`src/rtl/pktgen_pkg.sv`:
```
// Shared widths, tuple layout and FSM states for the packet generator datapath,
// plus the beat-formatting helpers used by pkt_builder.
package pktgen_pkg;

  localparam int AXIS_DATA_WIDTH = 256;
  localparam int AXIS_KEEP_WIDTH = 32;
  localparam int AXIS_USER_WIDTH = 128;

  localparam int TUPLE_SRC_IP_LSB = 72;
  localparam int TUPLE_DST_IP_LSB = 40;
  localparam int TUPLE_SPORT_LSB  = 24;
  localparam int TUPLE_DPORT_LSB  = 8;
  localparam int TUPLE_PROTO_LSB  = 0;

  typedef enum logic [1:0] {IDLE, HEAD, BODY} state_e;

  // Beat 0: tuple, length and sequence number, all big-endian from byte 0.
  function automatic logic [AXIS_DATA_WIDTH-1:0] head_beat(input logic [103:0] tuple,
                                                           input logic [15:0]  len,
                                                           input logic [31:0]  seq);
    logic [AXIS_DATA_WIDTH-1:0] d;
    d = '0;
    for (int k = 0; k < 13; k++) d[8*k +: 8] = tuple[103-8*k -: 8];
    d[8*13 +: 8] = len[15:8];
    d[8*14 +: 8] = len[7:0];
    for (int k = 0; k < 4; k++) d[8*(15+k) +: 8] = seq[31-8*k -: 8];
    return d;
  endfunction

  function automatic logic [AXIS_DATA_WIDTH-1:0] body_beat(input int n);
    logic [AXIS_DATA_WIDTH-1:0] d;
    for (int k = 0; k < AXIS_KEEP_WIDTH; k++) d[8*k +: 8] = 8'(32*n + k);
    return d;
  endfunction

endpackage

```
`src/rtl/pkt_len_calc.sv`:
```
// Clamps the requested packet length and derives beat count and last-beat byte mask.
module pkt_len_calc import pktgen_pkg::*; #(
  parameter int LEN_W   = 16,
  parameter int MIN_LEN = 64,
  parameter int MAX_LEN = 1518,
  parameter int BEAT_W  = 6
) (
  input  logic [LEN_W-1:0]           len_i,
  output logic [LEN_W-1:0]           len_o,
  output logic [BEAT_W-1:0]          beats_o,
  output logic [AXIS_KEEP_WIDTH-1:0] last_keep_o
);

  always_comb begin
    len_o = len_i;
    if (len_i < LEN_W'(MIN_LEN))      len_o = LEN_W'(MIN_LEN);
    else if (len_i > LEN_W'(MAX_LEN)) len_o = LEN_W'(MAX_LEN);
    beats_o = BEAT_W'((32'(len_o) + 32'd31) >> 5);
    // A length that fills the last beat exactly keeps every byte.
    if (len_o[4:0] == 5'd0) last_keep_o = '1;
    else                    last_keep_o = (32'd1 << len_o[4:0]) - 32'd1;
  end

endmodule

```
`src/rtl/pkt_builder.sv`:
```
// Turns {five-tuple, length} descriptors from a fall-through FIFO into AXI4-Stream
// test frames: a header beat followed by an incrementing byte pattern.
module pkt_builder import pktgen_pkg::*; #(
  parameter int PKT_TUPLE_WIDTH = 104,
  parameter int PKT_LEN_WIDTH   = 16,
  parameter int MIN_PKT_LEN     = 64,
  parameter int MAX_PKT_LEN     = 1518
) (
  input  logic                                     clk,
  input  logic                                     resetn,
  input  logic                                     en,
  input  logic [PKT_TUPLE_WIDTH+PKT_LEN_WIDTH-1:0] fifo_data_in,
  input  logic                                     fifo_empty,
  output logic                                     fifo_rd_en,
  output logic [AXIS_DATA_WIDTH-1:0]               m_axis_tdata,
  output logic [AXIS_KEEP_WIDTH-1:0]               m_axis_tkeep,
  output logic [AXIS_USER_WIDTH-1:0]               m_axis_tuser,
  output logic                                     m_axis_tvalid,
  input  logic                                     m_axis_tready,
  output logic                                     m_axis_tlast,
  output logic [31:0]                              pkt_cnt
);

  localparam int MAX_BEATS = (MAX_PKT_LEN + 31) / 32;
  localparam int BEAT_W    = $clog2(MAX_BEATS + 1);

  state_e                     state_q;
  logic [BEAT_W-1:0]          beat_q, beats_q, beat_d;
  logic [AXIS_KEEP_WIDTH-1:0] last_keep_q;
  logic [31:0]                seq_q, pkt_cnt_q;
  logic [AXIS_DATA_WIDTH-1:0] tdata_q;
  logic [AXIS_KEEP_WIDTH-1:0] tkeep_q;
  logic [AXIS_USER_WIDTH-1:0] tuser_q;
  logic                       tvalid_q, tlast_q, last_d, pop;

  logic [PKT_LEN_WIDTH-1:0]   len_l;
  logic [BEAT_W-1:0]          beats_l;
  logic [AXIS_KEEP_WIDTH-1:0] last_keep_l;

  pkt_len_calc #(
    .LEN_W   (PKT_LEN_WIDTH),
    .MIN_LEN (MIN_PKT_LEN),
    .MAX_LEN (MAX_PKT_LEN),
    .BEAT_W  (BEAT_W)
  ) u_len (
    .len_i       (fifo_data_in[PKT_LEN_WIDTH-1:0]),
    .len_o       (len_l),
    .beats_o     (beats_l),
    .last_keep_o (last_keep_l)
  );

  // Fall-through FIFO: the pop is issued in the same cycle the head is captured.
  assign pop    = resetn && (state_q == IDLE) && en && !fifo_empty;
  assign beat_d = beat_q + BEAT_W'(1);
  assign last_d = (beat_d == beats_q - BEAT_W'(1));

  always_ff @(posedge clk) begin
    if (!resetn) begin
      state_q     <= IDLE;
      beat_q      <= '0;
      beats_q     <= '0;
      last_keep_q <= '0;
      seq_q       <= '0;
      pkt_cnt_q   <= '0;
      tdata_q     <= '0;
      tkeep_q     <= '0;
      tuser_q     <= '0;
      tvalid_q    <= 1'b0;
      tlast_q     <= 1'b0;
    end else begin
      case (state_q)
        IDLE: if (pop) begin
          tdata_q     <= head_beat(fifo_data_in[PKT_LEN_WIDTH +: PKT_TUPLE_WIDTH], len_l, seq_q);
          tkeep_q     <= (beats_l == BEAT_W'(1)) ? last_keep_l : '1;
          tlast_q     <= (beats_l == BEAT_W'(1));
          tuser_q     <= AXIS_USER_WIDTH'(len_l);
          tvalid_q    <= 1'b1;
          beat_q      <= '0;
          beats_q     <= beats_l;
          last_keep_q <= last_keep_l;
          state_q     <= HEAD;
        end
        HEAD, BODY: if (m_axis_tready) begin
          if (tlast_q) begin
            tvalid_q  <= 1'b0;
            tlast_q   <= 1'b0;
            pkt_cnt_q <= pkt_cnt_q + 32'd1;
            seq_q     <= seq_q + 32'd1;
            state_q   <= IDLE;
          end else begin
            beat_q  <= beat_d;
            tdata_q <= body_beat(int'(beat_d));
            tkeep_q <= last_d ? last_keep_q : '1;
            tlast_q <= last_d;
            state_q <= BODY;
          end
        end
        default: state_q <= IDLE;
      endcase
    end
  end

  assign fifo_rd_en    = pop;
  assign m_axis_tdata  = tdata_q;
  assign m_axis_tkeep  = tkeep_q;
  assign m_axis_tuser  = tuser_q;
  assign m_axis_tvalid = tvalid_q;
  assign m_axis_tlast  = tlast_q;
  assign pkt_cnt       = pkt_cnt_q;

endmodule
```
`config.mk`:
```
export PLATFORM = sky130hd
export DESIGN_NAME = pkt_builder
export DESIGN_NICKNAME = d
export VERILOG_FILES = /design/src/rtl/pktgen_pkg.sv /design/src/rtl/pkt_len_calc.sv /design/src/rtl/pkt_builder.sv
export SDC_FILE = /design/constraint.sdc
export NUM_CORES = 1
export LEC_CHECK = 0
export CAP_MARGIN = 20
export CORE_AREA = 2 2 221 223
export DETAILED_ROUTE_END_ITERATION = 8
export DIE_AREA = 0 0 223 225
export HOLD_SLACK_MARGIN = 0.08
export SETUP_SLACK_MARGIN = 0.02
export SYNTH_ARGS = -nofsm -noshare
export SYNTH_HDL_FRONTEND = slang
export SYNTH_HIERARCHICAL = 1
export SYNTH_SLANG_ARGS = --single-unit
```
`constraint.sdc`:
```
create_clock -name clk -period 5.9 [get_ports clk]
set_input_delay 0.885 -clock clk [delete_from_list [all_inputs] [get_ports clk]]
set_output_delay 0.885 -clock clk [all_outputs]
set_load 0.02 [all_outputs]
```
; ---- Word-level counts from Yosys, hierarchy flattened
; Index checks and enable logic that the tools add are counted.
[totals]
ff_bits = 416
elab_cells = 102
[classes]
addsub = 37
n_lt_le_gt_ge = 2
eq_ne = 8
shift = 1
n_mux = 29
n_reduce_logical = 14
[op_table]
columns = cell, n
row1 = $mux W256, 3
row2 = $pmux W256 S2, 1
row3 = $mux W32, 6
row4 = $add A8 B5 Y8 const B, 16
row5 = $add A32 B1 Y32 const B, 2
row6 = $add A8 B4 Y8 const B, 8
row7 = $pmux W32 S2, 1
row8 = $add A8 B3 Y8 const B, 4
row9 = $mux W16, 2
row10 = $shl A1 B5 Y32 const A, 1
row11 = $sub A32 B1 Y32 const B, 1
row12 = $mux W6, 3
row13 = $add A8 B2 Y8 const B, 2
row14 = $gt A16 B11 Y1 const B, 1
row15 = $lt A16 B7 Y1 const B, 1
row16 = $pmux W6 S2, 1
row17 = $add A11 B5 Y11 const B, 1
row18 = $add A8 B1 Y8 const B, 1
row19 = $ne A2 B2 Y1 const B, 4
row20 = $reduce_and A4 Y1, 2
row21 = $add A6 B1 Y6 const B, 1
row22 = $eq A6 B1 Y1 const B, 1
row23 = $eq A6 B6 Y1, 1
row24 = $mux W1, 6
row25 = other kinds (14), 21

; ---- Depth between registers and ports, before layout
; Gate-level depths: netlist of run 1.
[logic_depth]
word_depth = 9
depth_mapped = 17
mapped_depth_nobuf = 12

; ---- Hierarchy
; Netlist of run 1, hierarchy kept.
[modules_own_cells]
columns = mod, instances, cells_each, area_each_um2, seq_area_each_um2
row1 = pkt_builder, 1, 1579, 13561.8, 6266.0
row2 = pkt_len_calc, 1, 241, 1468.9, 0.0

; ---- Least setup slack after synthesis of run 1
; No wires, ideal clock.
[synth_path]
kind = input-to-reg
from = input port fifo_data_in[6]
to = register tkeep_q[28] (netlist: m_axis_tkeep[28])
setup_ns = 0.126
arrival_ns = 4.180
setup_slack_ns = 1.594
cell_stages = 17
n_path_buf = 5
path_cell_list = clkbuf_1 > nand4_1 > o311ai_0 > clkbuf_1 > o21a_1 > nor2_1 > inv_1 > clkbuf_1 > ha_1 > clkbuf_1 > o211a_1 > buf_2 > o2111ai_1 > mux2i_1 > or3_1 > o211ai_1 > a31oi_1
[synth_via]
elab_chain_cells = 9
word_cells_on_any_way = 13
cone_classes = add/sub (2) / order compare (2) / eq/ne (1) / shift (1) / mux (6) / reduce/logical (1)
[synth_rtl]
columns = element, line_no
row1 = "start, declared", pkt_builder.sv:12  ; input logic [PKT_TUPLE_WIDTH+PKT_LEN_WIDTH-1:0] fifo_data_in,
row2 = $gt A16 B11 Y1, pkt_len_calc.sv:17  ; else if (len_i > LEN_W'(MAX_LEN)) len_o = LEN_W'(MAX_LEN);
row3 = $mux W16, pkt_len_calc.sv:17
row4 = $mux W16 *, pkt_len_calc.sv:16  ; if (len_i < LEN_W'(MIN_LEN)) len_o = LEN_W'(MIN_LEN);
row5 = $shl A1 B5 Y32, pkt_len_calc.sv:21  ; else last_keep_o = (32'd1 << len_o[4:0]) - 32'd1;
row6 = $sub A32 B1 Y32, pkt_len_calc.sv:21
row7 = $mux W32 *, pkt_len_calc.sv:20  ; if (len_o[4:0] == 5'd0) last_keep_o = '1;
row8 = net last_keep_l[28], pkt_builder.sv:38  ; logic [AXIS_KEEP_WIDTH-1:0] last_keep_l;
row9 = $mux W32 *, pkt_builder.sv:74  ; tkeep_q <= (beats_l == BEAT_W'(1)) ? last_keep_l : '1;
row10 = $mux W32 *, pkt_builder.sv:72  ; IDLE: if (pop) begin
row11 = $pmux W32 S2 *, pkt_builder.sv:71  ; case (state_q)
row12 = "end signal, assigned", pkt_builder.sv:74
row13 = "end signal, assigned", pkt_builder.sv:93  ; tkeep_q <= last_d ? last_keep_q : '1;
row14 = "end, declared", pkt_builder.sv:32  ; logic [AXIS_KEEP_WIDTH-1:0] tkeep_q;
; The timed path passes the listed nets; every way through them passes the cells marked *. The select of a mux whose other input is x is not followed.
; A chain may end at the register's enable or synchronous reset.

; ---- Final worst setup path of run 1
[layout_path]
from = input port fifo_data_in[3]
to = register tkeep_q[28] (netlist: m_axis_tkeep[28])
; Same word-level chain as after synthesis.

==> insert_results.sql, run 1 <==
INSERT INTO impl_metrics (metric_group, metric, value, unit) VALUES
('floorplan', 'die_area', '50200', 'sq um'),
('detailed_routing', 'met2RoutedLength', '25.6', 'mm'),
('worst_setup_path', 'worst-endpoint-required', '6280', 'ps'),
('sta', 'worst_max_slew_margin_expressed_relative_to_the_limit', '0.251', ''),
('worst_setup_path', 'critical_path.endpoint', 'm_axis_tkeep[28]', ''),
('worst_setup_path', 'worst_case_register_to_register_setup_slack', '2730', 'ps'),
('worst_setup_path', 'timing.rr.end', 'm_axis_tkeep[16]', ''),
('pwr', 'power_per_cell_area', '444', 'nW/um^2'),
('logic_synthesis', 'syn-instance-count', '1820', ''),
('worst_setup_path', 'critical_path.reg2reg.startpoint', 'state_q[1]', ''),
('layout', 'nNetsFinal', '2250', ''),
('logic_synthesis', 'netlist.top_cell.by_area', 'sky130_fd_sc_hd__dfxtp_1', ''),
('worst_setup_path', 'critPathCaptureType', 'flop', ''),
('pwr', 'power.ir.vdd_worst', '0.000389', 'V'),
('clock_tree', 'worst_setup_hold_path_clk_slew', '60', 'ps'),
('grt', 'grt-ovfl-total', '0', ''),
('clock_tree', 'tritoncts.num_buffers', '37', ''),
('detailed_routing', 'drtIter0Drc', '836', ''),
('grt', 'groute.usage.overall', '0.201', ''),
('floorplan', 'placeableCoreArea', '47500', 'sq um'),
('clock_tree', 'post_cts_resize_count', '0', ''),
('detailed_routing', 'finalWirelength', '53.2', 'mm'),
('detailed_routing', 'met1Wirelength', '22.3', 'mm'),
('logic_synthesis', 'synth_top_flop_cell', 'sky130_fd_sc_hd__dfxtp_1', ''),
('place', 'gp_congestion', '0.891', ''),
('clock_tree', 'holdBufCountCts', '0', ''),
('logic_synthesis', 'synth-edff-count', '0', ''),
('detailed_routing', 'drt.antenna.violating_nets', '0', ''),
('logic_synthesis', 'yosys.cell_types.count', '75', ''),
('sta', 'setup_viol_count_final', '0', ''),
('job', 'cap_viol_max_count', '0', ''),
('clock_tree', 'clock_sink_count', '313', ''),
('floorplan', 'row_count', '80', ''),
('detailed_routing', 'top_signal_layer_used', 'met4', ''),
('logic_synthesis', 'netlist_top_cells_area', 'sky130_fd_sc_hd__dfxtp_1, sky130_fd_sc_hd__buf_4, sky130_fd_sc_hd__a22oi_1', ''),
('worst_hold_path', 'kind_of_path_behind_the_tightest_hold_check', 'reg -> reg', ''),
('logic_synthesis', 'area_of_the_mapped_netlist', '15000', 'sq um'),
('clock_tree', 'cts-htree-levels', '2', ''),
('worst_setup_path', 'crit_fanout', '16', ''),
('sta', 'fin_skew', '23.1', 'ps'),
('logic_synthesis', 'yosysWarnings', '6', ''),
('floorplan', 'die_h', '225', 'microns'),
('layout', 'fin_cells', '2763', ''),
('worst_setup_path', 'timing.critical_path.arrival', '4880', 'ps'),
('place', 'place_hpwl', '37.3', 'mm'),
('logic_synthesis', 'synth_largest_type_area_fraction', '0.417', ''),
('worst_setup_path', 'timing.critical_path.from', 'fifo_data_in[3]', ''),
('floorplan', 'floorplan.die.width', '223', 'microns'),
('sta', 'rsz0062_at_grt', 'false', ''),
('pwr', 'p_total', '8.97', 'mW'),
('clock_tree', 'cts_max_path_buffers', '3', ''),
('worst_setup_path', 'setup.worst_path.start_class', 'input port', ''),
('sta', 'setup_slack', '1400', 'ps'),
('sta', 'fmax', '0.222', 'GHz'),
('detailed_routing', 'routed_length_per_placed_instance', '19.3', 'microns'),
('floorplan', 'io-pin-count', '576', ''),
('sta', 'max_slew.worst_pin.slew', '1120', 'ps'),
('clock_tree', 'cts_setup_buffers', '0', ''),
('outcome', 'run_status', 'finished clean', ''),
('clock_tree', 'tritoncts', 'yes', ''),
('pwr', 'p_leak', '7.32', 'nW'),
('grt', 'antenna_found_initial', '2', ''),
('sta', 'share_of_the_clock_period_used_by_the_worst_path', '0.763', ''),
('grt', 'first_global_vias', '12988', ''),
('grt', 'grt_start_max_net_pins', '159', ''),
('clock_tree', 'root_buffer', 'sky130_fd_sc_hd__clkbuf_16', ''),
('worst_setup_path', 'reg2regPathDepth', '8', ''),
('place', 'port_buffers', '441', ''),
('logic_synthesis', 'syn_area_per_cell', '8.26', 'sq um'),
('sta', 'timing.final.hold_violations', '0', ''),
('logic_synthesis', 'post_synthesis_async_set_or_reset_flop_share', '0', '');
layer usage:
metal | GRT usage | up-vias
met1 | 0.247 | 6675
met4 | 0.0621 | 0
met5 | 0 | -
met3 | 0.0558 | 73
li1 | - | 6645
met2 | 0.341 | 538
cell usage after synthesis (4+ instances only):
master,instances
sky130_fd_sc_hd__dfxtp_1,313
sky130_fd_sc_hd__o211ai_1,44
sky130_fd_sc_hd__inv_1,17
sky130_fd_sc_hd__nor4_1,5
sky130_fd_sc_hd__o21ai_0,96
sky130_fd_sc_hd__buf_2,23
sky130_fd_sc_hd__o2111ai_1,4
sky130_fd_sc_hd__xor2_1,38
sky130_fd_sc_hd__and3_1,14
sky130_fd_sc_hd__o21a_1,4
sky130_fd_sc_hd__nand2_1,177
sky130_fd_sc_hd__nand2b_1,8
sky130_fd_sc_hd__o22ai_1,41
sky130_fd_sc_hd__and4_1,7
sky130_fd_sc_hd__nand4_1,22
sky130_fd_sc_hd__buf_4,221
sky130_fd_sc_hd__or3_1,52
sky130_fd_sc_hd__clkbuf_1,105
sky130_fd_sc_hd__a21oi_1,97
sky130_fd_sc_hd__a21o_1,4
sky130_fd_sc_hd__mux2i_1,6
sky130_fd_sc_hd__or4_1,4
sky130_fd_sc_hd__and2_1,9
sky130_fd_sc_hd__nor3_1,12
sky130_fd_sc_hd__ha_1,7
sky130_fd_sc_hd__nand3_1,36
sky130_fd_sc_hd__a22oi_1,111
sky130_fd_sc_hd__o31ai_1,7
sky130_fd_sc_hd__xnor2_1,20
sky130_fd_sc_hd__a31oi_1,37
sky130_fd_sc_hd__or2_2,5
sky130_fd_sc_hd__nor2_1,205
sky130_fd_sc_hd__nor3b_1,4
sky130_fd_sc_hd__nor2b_1,6
flip-flops by register name, summed over array words and instances, names as in the netlist:
| signal | flops |
|---|---|
| m_axis_tuser | 16 |
| seq_q | 32 |
| pkt_cnt | 32 |
| last_keep_q | 32 |
| m_axis_tlast | 1 |
| state_q | 2 |
| m_axis_tdata | 153 |
| beats_q | 6 |
| beat_q | 6 |
| m_axis_tkeep | 32 |
| m_axis_tvalid | 1 |
worst min path at each step:
stage / from / slack (ps) / end
after CTS: m_axis_tdata[119] / 450 / m_axis_tdata[119]
after global placement: last_keep_q[19] / 440 / last_keep_q[19]
after global routing: state_q[0] / 470 / state_q[0]
after floorplan: state_q[0] / 440 / state_q[0]
after detailed placement: m_axis_tdata[95] / 450 / m_axis_tdata[95]
final: m_axis_tdata[119] / 450 / m_axis_tdata[119]
area by class of cell:
class | count | area, sq um
fill | 4718 | 27400
inverter | 19 | 76.3
timing repair buffer | 472 | 4720
multi-input combinational | 1275 | 7080
antenna | 1 | 2.50
tap | 615 | 769
sequential | 313 | 6270
clock inverter | 16 | 189
clock buffer | 52 | 1080
critical path: stages:
cell                              delay [ps]
sky130_fd_sc_hd__clkdlybuf4s50_1         860
sky130_fd_sc_hd__a31oi_1                 250
sky130_fd_sc_hd__o311ai_0                360
sky130_fd_sc_hd__buf_4                   240
sky130_fd_sc_hd__o21a_1                  220
sky130_fd_sc_hd__nor2_1                   80
sky130_fd_sc_hd__inv_1                   180
sky130_fd_sc_hd__ha_1                    390
sky130_fd_sc_hd__o211a_1                 470
sky130_fd_sc_hd__o2111ai_1               210
sky130_fd_sc_hd__mux2i_1                 190
sky130_fd_sc_hd__or3_1                   370
sky130_fd_sc_hd__o211ai_1                 90
sky130_fd_sc_hd__a31oi_1                  60
cell usage in the layout (no fill, tap or decap), types with 7 or more instances in the layout:
master                            Yosys  final
sky130_fd_sc_hd__nand2_1            177    177
sky130_fd_sc_hd__xnor2_1             20     20
sky130_fd_sc_hd__ha_1                 7      7
sky130_fd_sc_hd__nor2_1             205    203
sky130_fd_sc_hd__and3_1              14     14
sky130_fd_sc_hd__clkbuf_16            0     38
sky130_fd_sc_hd__nand3_1             36     36
sky130_fd_sc_hd__o21ai_0             96     96
sky130_fd_sc_hd__nand4_1             22     22
sky130_fd_sc_hd__buf_4              221     25
sky130_fd_sc_hd__conb_1               3    140
sky130_fd_sc_hd__o211ai_1            44     44
sky130_fd_sc_hd__inv_1               17     17
sky130_fd_sc_hd__o31ai_1              7      7
sky130_fd_sc_hd__clkbuf_8             0      8
sky130_fd_sc_hd__a22oi_1            111    111
sky130_fd_sc_hd__a31oi_1             37     37
sky130_fd_sc_hd__and4_1               7      7
sky130_fd_sc_hd__o22ai_1             41     41
sky130_fd_sc_hd__nand2b_1             8      8
sky130_fd_sc_hd__xor2_1              38     38
sky130_fd_sc_hd__dfxtp_1            313    313
sky130_fd_sc_hd__or3_1               52     52
sky130_fd_sc_hd__a21oi_1             97     96
sky130_fd_sc_hd__nor3_1              12     11
sky130_fd_sc_hd__and2_1               9      9
sky130_fd_sc_hd__clkinv_2             0      9
sky130_fd_sc_hd__clkdlybuf4s50_1      0    440
logic make-up after synthesis:
family,count (synthesis),synth area share
AND/OR/NAND/NOR,581,0.181
flip-flops,313,0.417
XOR/XNOR,58,0.0338
multiplexers,6,0.00400
AO/OA/AOI/OAI,483,0.208
buffers and inverters,369,0.150
adder cells (fa/ha/maj),7,0.00583
other,3,0.000749
metrics by stage:
stage	area, sq um	utilization
6_report	20200	0.425
3_3_place_gp	18900	0.397
5_1_grt	20200	0.425
3_5_place_dp	18900	0.397
2_1_floorplan	15500	-
4_1_cts	20100	0.423
power breakdown:
part	switching [mW]	leakage, nW	internal, mW
registers	0.258	2.55	2.55
clock network	0.947	0.635	1.43
logic	2.27	4.13	1.51
Note: power is estimated with default switching activity, not from simulation.
==> inputs of run 2 (changes only) <==
--- a/config.mk
+++ b/config.mk
@@ -6,9 +6,9 @@
 export NUM_CORES = 1
 export LEC_CHECK = 0
 export CAP_MARGIN = 20
-export CORE_AREA = 2 2 221 223
+export CORE_AREA = 2 2 222 224
 export DETAILED_ROUTE_END_ITERATION = 8
-export DIE_AREA = 0 0 223 225
+export DIE_AREA = 0 0 224 226
 export HOLD_SLACK_MARGIN = 0.08
 export SETUP_SLACK_MARGIN = 0.02
 export SYNTH_ARGS = -nofsm -noshare
==> constraint.sdc (replaced) <==
create_clock -name clk -period 4.2 [get_ports clk]
set_input_delay 0.63 -clock clk [delete_from_list [all_inputs] [get_ports clk]]
set_output_delay 0.63 -clock clk [all_outputs]
set_load 0.02 [all_outputs]
==> insert_results.sql, run 2 (synthesized netlist as in run 1, its figures left out) <==
INSERT INTO impl_metrics (metric_group, metric, value, unit) VALUES
('worst_setup_path', 'worst-endpoint-required', '4620', 'ps'),
('detailed_routing', 'drt_pass1_iterations', '5', ''),
('worst_hold_path', 'hold_path.startpoint', 'm_axis_tdata[151]', ''),
('pwr', 'p_leak', '7.66', 'nW'),
('sta', 'period_needed', '3590', 'ps'),
('layout', 'nNetsFinal', '2319', ''),
('place', 'gp_congestion', '0.911', ''),
('layout', 'insertedDiodeCount', '0', ''),
('clock_tree', 'cts_max_path_buffers', '3', ''),
('sta', 'fmax', '0.279', 'GHz'),
('sta', 'worst_max_slew_margin_expressed_relative_to_the_limit', '0.285', ''),
('detailed_routing', 'num_vias', '14069', ''),
('worst_setup_path', 'timing.critical_path.arrival', '4010', 'ps'),
('worst_setup_path', 'cp_top_family', 'simple AND/OR/NAND/NOR gates', ''),
('layout', 'multi_input_area', '7070', 'sq um'),
('worst_setup_path', 'setup.worst_path.start_class', 'input port', ''),
('worst_setup_path', 'worst_case_register_to_register_setup_slack', '1230', 'ps'),
('worst_setup_path', 'critPathSlowestCell', 'sky130_fd_sc_hd__or4b_1', ''),
('worst_setup_path', 'maximum_cell_stage_delay_along_the_critical_path', '630', 'ps'),
('floorplan', 'placeableCoreArea', '48300', 'sq um'),
('sta', 'setup_viol_count_final', '0', ''),
('floorplan', 'floorplan.die.width', '224', 'microns'),
('sta', 'max_slew.worst_pin.slew', '1070', 'ps'),
('worst_hold_path', 'whs_path_depth', '2', ''),
('detailed_routing', 'drt.antenna.violating_nets', '0', ''),
('layout', 'largest_register_ff_count', '153', ''),
('clock_tree', 'root_buffer', 'sky130_fd_sc_hd__clkbuf_16', ''),
('clock_tree', 'post_cts_resize_count', '0', ''),
('place', 'dpl.cell_count', '2768', ''),
('grt', 'first_global_vias', '13097', ''),
('detailed_routing', 'finalWirelength', '51.4', 'mm'),
('worst_setup_path', 'reg2regPathDepth', '8', ''),
('worst_setup_path', 'crit_fanout', '5', ''),
('pwr', 'power_per_cell_area', '611', 'nW/um^2'),
('detailed_routing', 'avgViaCountPerCell', '4.96', ''),
('sta', 'timing.final.hold_violations', '0', ''),
('place', 'place_hpwl', '36.3', 'mm'),
('worst_hold_path', 'kind_of_path_behind_the_tightest_hold_check', 'reg -> reg', ''),
('worst_setup_path', 'critical_path.reg2reg.startpoint', 'state_q[0]', ''),
('grt', 'grt_first_pass_wirelength', '76.6', 'mm'),
('layout', 'finish.instance_area', '20700', 'sq um'),
('detailed_routing', 'drc_errors', '0', ''),
('grt', 'grt-ovfl-total', '0', ''),
('grt', 'groute.usage.overall', '0.192', ''),
('floorplan', 'die_area', '50600', 'sq um'),
('layout', 'leading_cell_type_in_the_layout_fill_and_taps_excluded', 'sky130_fd_sc_hd__clkdlybuf4s50_1', ''),
('pwr', 'power.ir.vdd_worst', '0.000406', 'V'),
('worst_setup_path', 'crit_type', 'in -> reg', ''),
('grt', 'antenna_found_initial', '1', ''),
('sta', 'final_sum_of_negative_setup_slack', '0', 'ps'),
('layout', 'mostFrequentLayoutCells', 'sky130_fd_sc_hd__clkdlybuf4s50_1, sky130_fd_sc_hd__dfxtp_1, sky130_fd_sc_hd__nor2_1', ''),
('detailed_routing', 'drtIter0Drc', '798', ''),
('outcome', 'run_status', 'finished clean', ''),
('clock_tree', 'clock_sink_count', '313', ''),
('sta', 'timing_max_transition_violations_final', '0', ''),
('sta', 'rsz0062_at_grt', 'false', ''),
('place', 'placement.cell_area', '19400', 'sq um'),
('worst_setup_path', 'timing.critical_path.cells', 'clkdlybuf4s50_1, or3b_4, buf_4, or4b_1, a2111o_1, a41o_4, a31oi_4, o311ai_1, or3_1, o211ai_1, a31oi_1', ''),
('clock_tree', 'holdBufCountCts', '0', ''),
('place', 'port_buffers', '441', ''),
('floorplan', 'io-pin-count', '576', ''),
('floorplan', 'die_h', '226', 'microns'),
('detailed_routing', 'routed_length_per_placed_instance', '18.1', 'microns'),
('clock_tree', 'tritoncts', 'yes', ''),
('layout', 'fill_cells', '4768', ''),
('clock_tree', 'tritoncts.num_buffers', '38', ''),
('sta', 'fin_skew', '11.0', 'ps'),
('layout', 'sequential_cell_area', '6270', 'sq um'),
('clock_tree', 'worstSkewPairLatency', '560', 'ps'),
('worst_setup_path', 'cp_num_buf_inv', '2', ''),
('grt', 'grt_start_max_net_pins', '222', ''),
('floorplan', 'row_count', '81', ''),
('worst_hold_path', 'hold-path-endpoint', 'm_axis_tdata[151]', ''),
('clock_tree', 'worst_setup_hold_path_clk_slew', '60', 'ps'),
('sta', 'share_of_the_clock_period_used_by_the_worst_path', '0.854', ''),
('layout', 'final_core_util', '0.429', ''),
('floorplan', 'initial_core_util', '0.311', ''),
('worst_setup_path', 'critPathCaptureType', 'flop', ''),
('worst_setup_path', 'timing.rr.end', 'pkt_cnt[28]', ''),
('layout', 'p_r_area_growth_vs_syn', '38.0', '%'),
('job', 'cap_viol_max_count', '0', ''),
('clock_tree', 'cts_setup_buffers', '0', ''),
('layout', 'drive_gt1_frac', '0.0871', ''),
('layout', 'fin_cells', '2838', ''),
('clock_tree', 'cts-htree-levels', '2', '');
## run 2: cell type report
type | count | share of cell area
sequential | 313 | 0.302
inverter | 19 | 0.00368
timing repair buffer | 540 | 0.253
multi-input combinational | 1275 | 0.341
clock buffer | 48 | 0.0516
tap | 622 | 0.0375
clock inverter | 21 | 0.0116
## run 2: per-layer routing
metal | up-vias | track usage | share of wire
met2 | 542 | 0.323 | 0.48
met1 | 6643 | 0.233 | 0.41
met5 | - | 0 | 0.00019
met3 | 85 | 0.0522 | 0.078
li1 | 6797 | - | -
met4 | 2 | 0.0772 | 0.032
## run 2: worst register-to-register path: stages, from the launching register on
cell                      delay, ps
sky130_fd_sc_hd__dfxtp_1        330
sky130_fd_sc_hd__inv_1           60
sky130_fd_sc_hd__ha_1           550
sky130_fd_sc_hd__buf_4          240
sky130_fd_sc_hd__nand3_1        250
sky130_fd_sc_hd__nor3_4         490
sky130_fd_sc_hd__nand3_1        370
sky130_fd_sc_hd__or3_1          440
sky130_fd_sc_hd__a21oi_1        160
## run 2: worst max path at each step
| stage | startpoint | to | slack [ps] | cells past startpoint |
|---|---|---|---|---|
| 2_1_floorplan | fifo_data_in[6] | m_axis_tkeep[28] | 150 | 17 |
| 3_3_place_gp | fifo_data_in[10] | m_axis_tkeep[18] | 110 | 11 |
| 6_report | fifo_data_in[11] | m_axis_tkeep[22] | 610 | 11 |
| 4_1_cts | fifo_data_in[10] | m_axis_tkeep[22] | 670 | 11 |
| 3_5_place_dp | fifo_data_in[10] | m_axis_tkeep[22] | 60 | 11 |
| 5_1_grt | fifo_data_in[11] | m_axis_tkeep[20] | 260 | 13 |
## run 2: through the flow
stage	setup WS [ps]	hold WS [ps]	power (mW)
floorplan	149	436	7.27
global placement	115	440	9.25
detailed placement	64.8	447	9.32
CTS	667	455	12.8
global route	259	478	13.4
finish	611	451	12.7
## run 2: power breakdown
part | switching, mW | leakage, nW | internal (mW)
logic | 3.18 | 4.46 | 2.14
registers | 0.355 | 2.55 | 3.59
clock network | 1.36 | 0.650 | 2.06
total | 4.89 | 7.66 | 7.79
==> inputs of run 3 (changes only) <==
--- a/config.mk
+++ b/config.mk
@@ -10,6 +10,7 @@
 export DETAILED_ROUTE_END_ITERATION = 8
 export DIE_AREA = 0 0 224 226
 export HOLD_SLACK_MARGIN = 0.08
+export PLACE_DENSITY = 0.6
 export SETUP_SLACK_MARGIN = 0.02
 export SYNTH_ARGS = -nofsm -noshare
 export SYNTH_HDL_FRONTEND = slang
==> results of run 3 <==
Same layout as run 2: the final DEF is identical, and so are final timing and power.
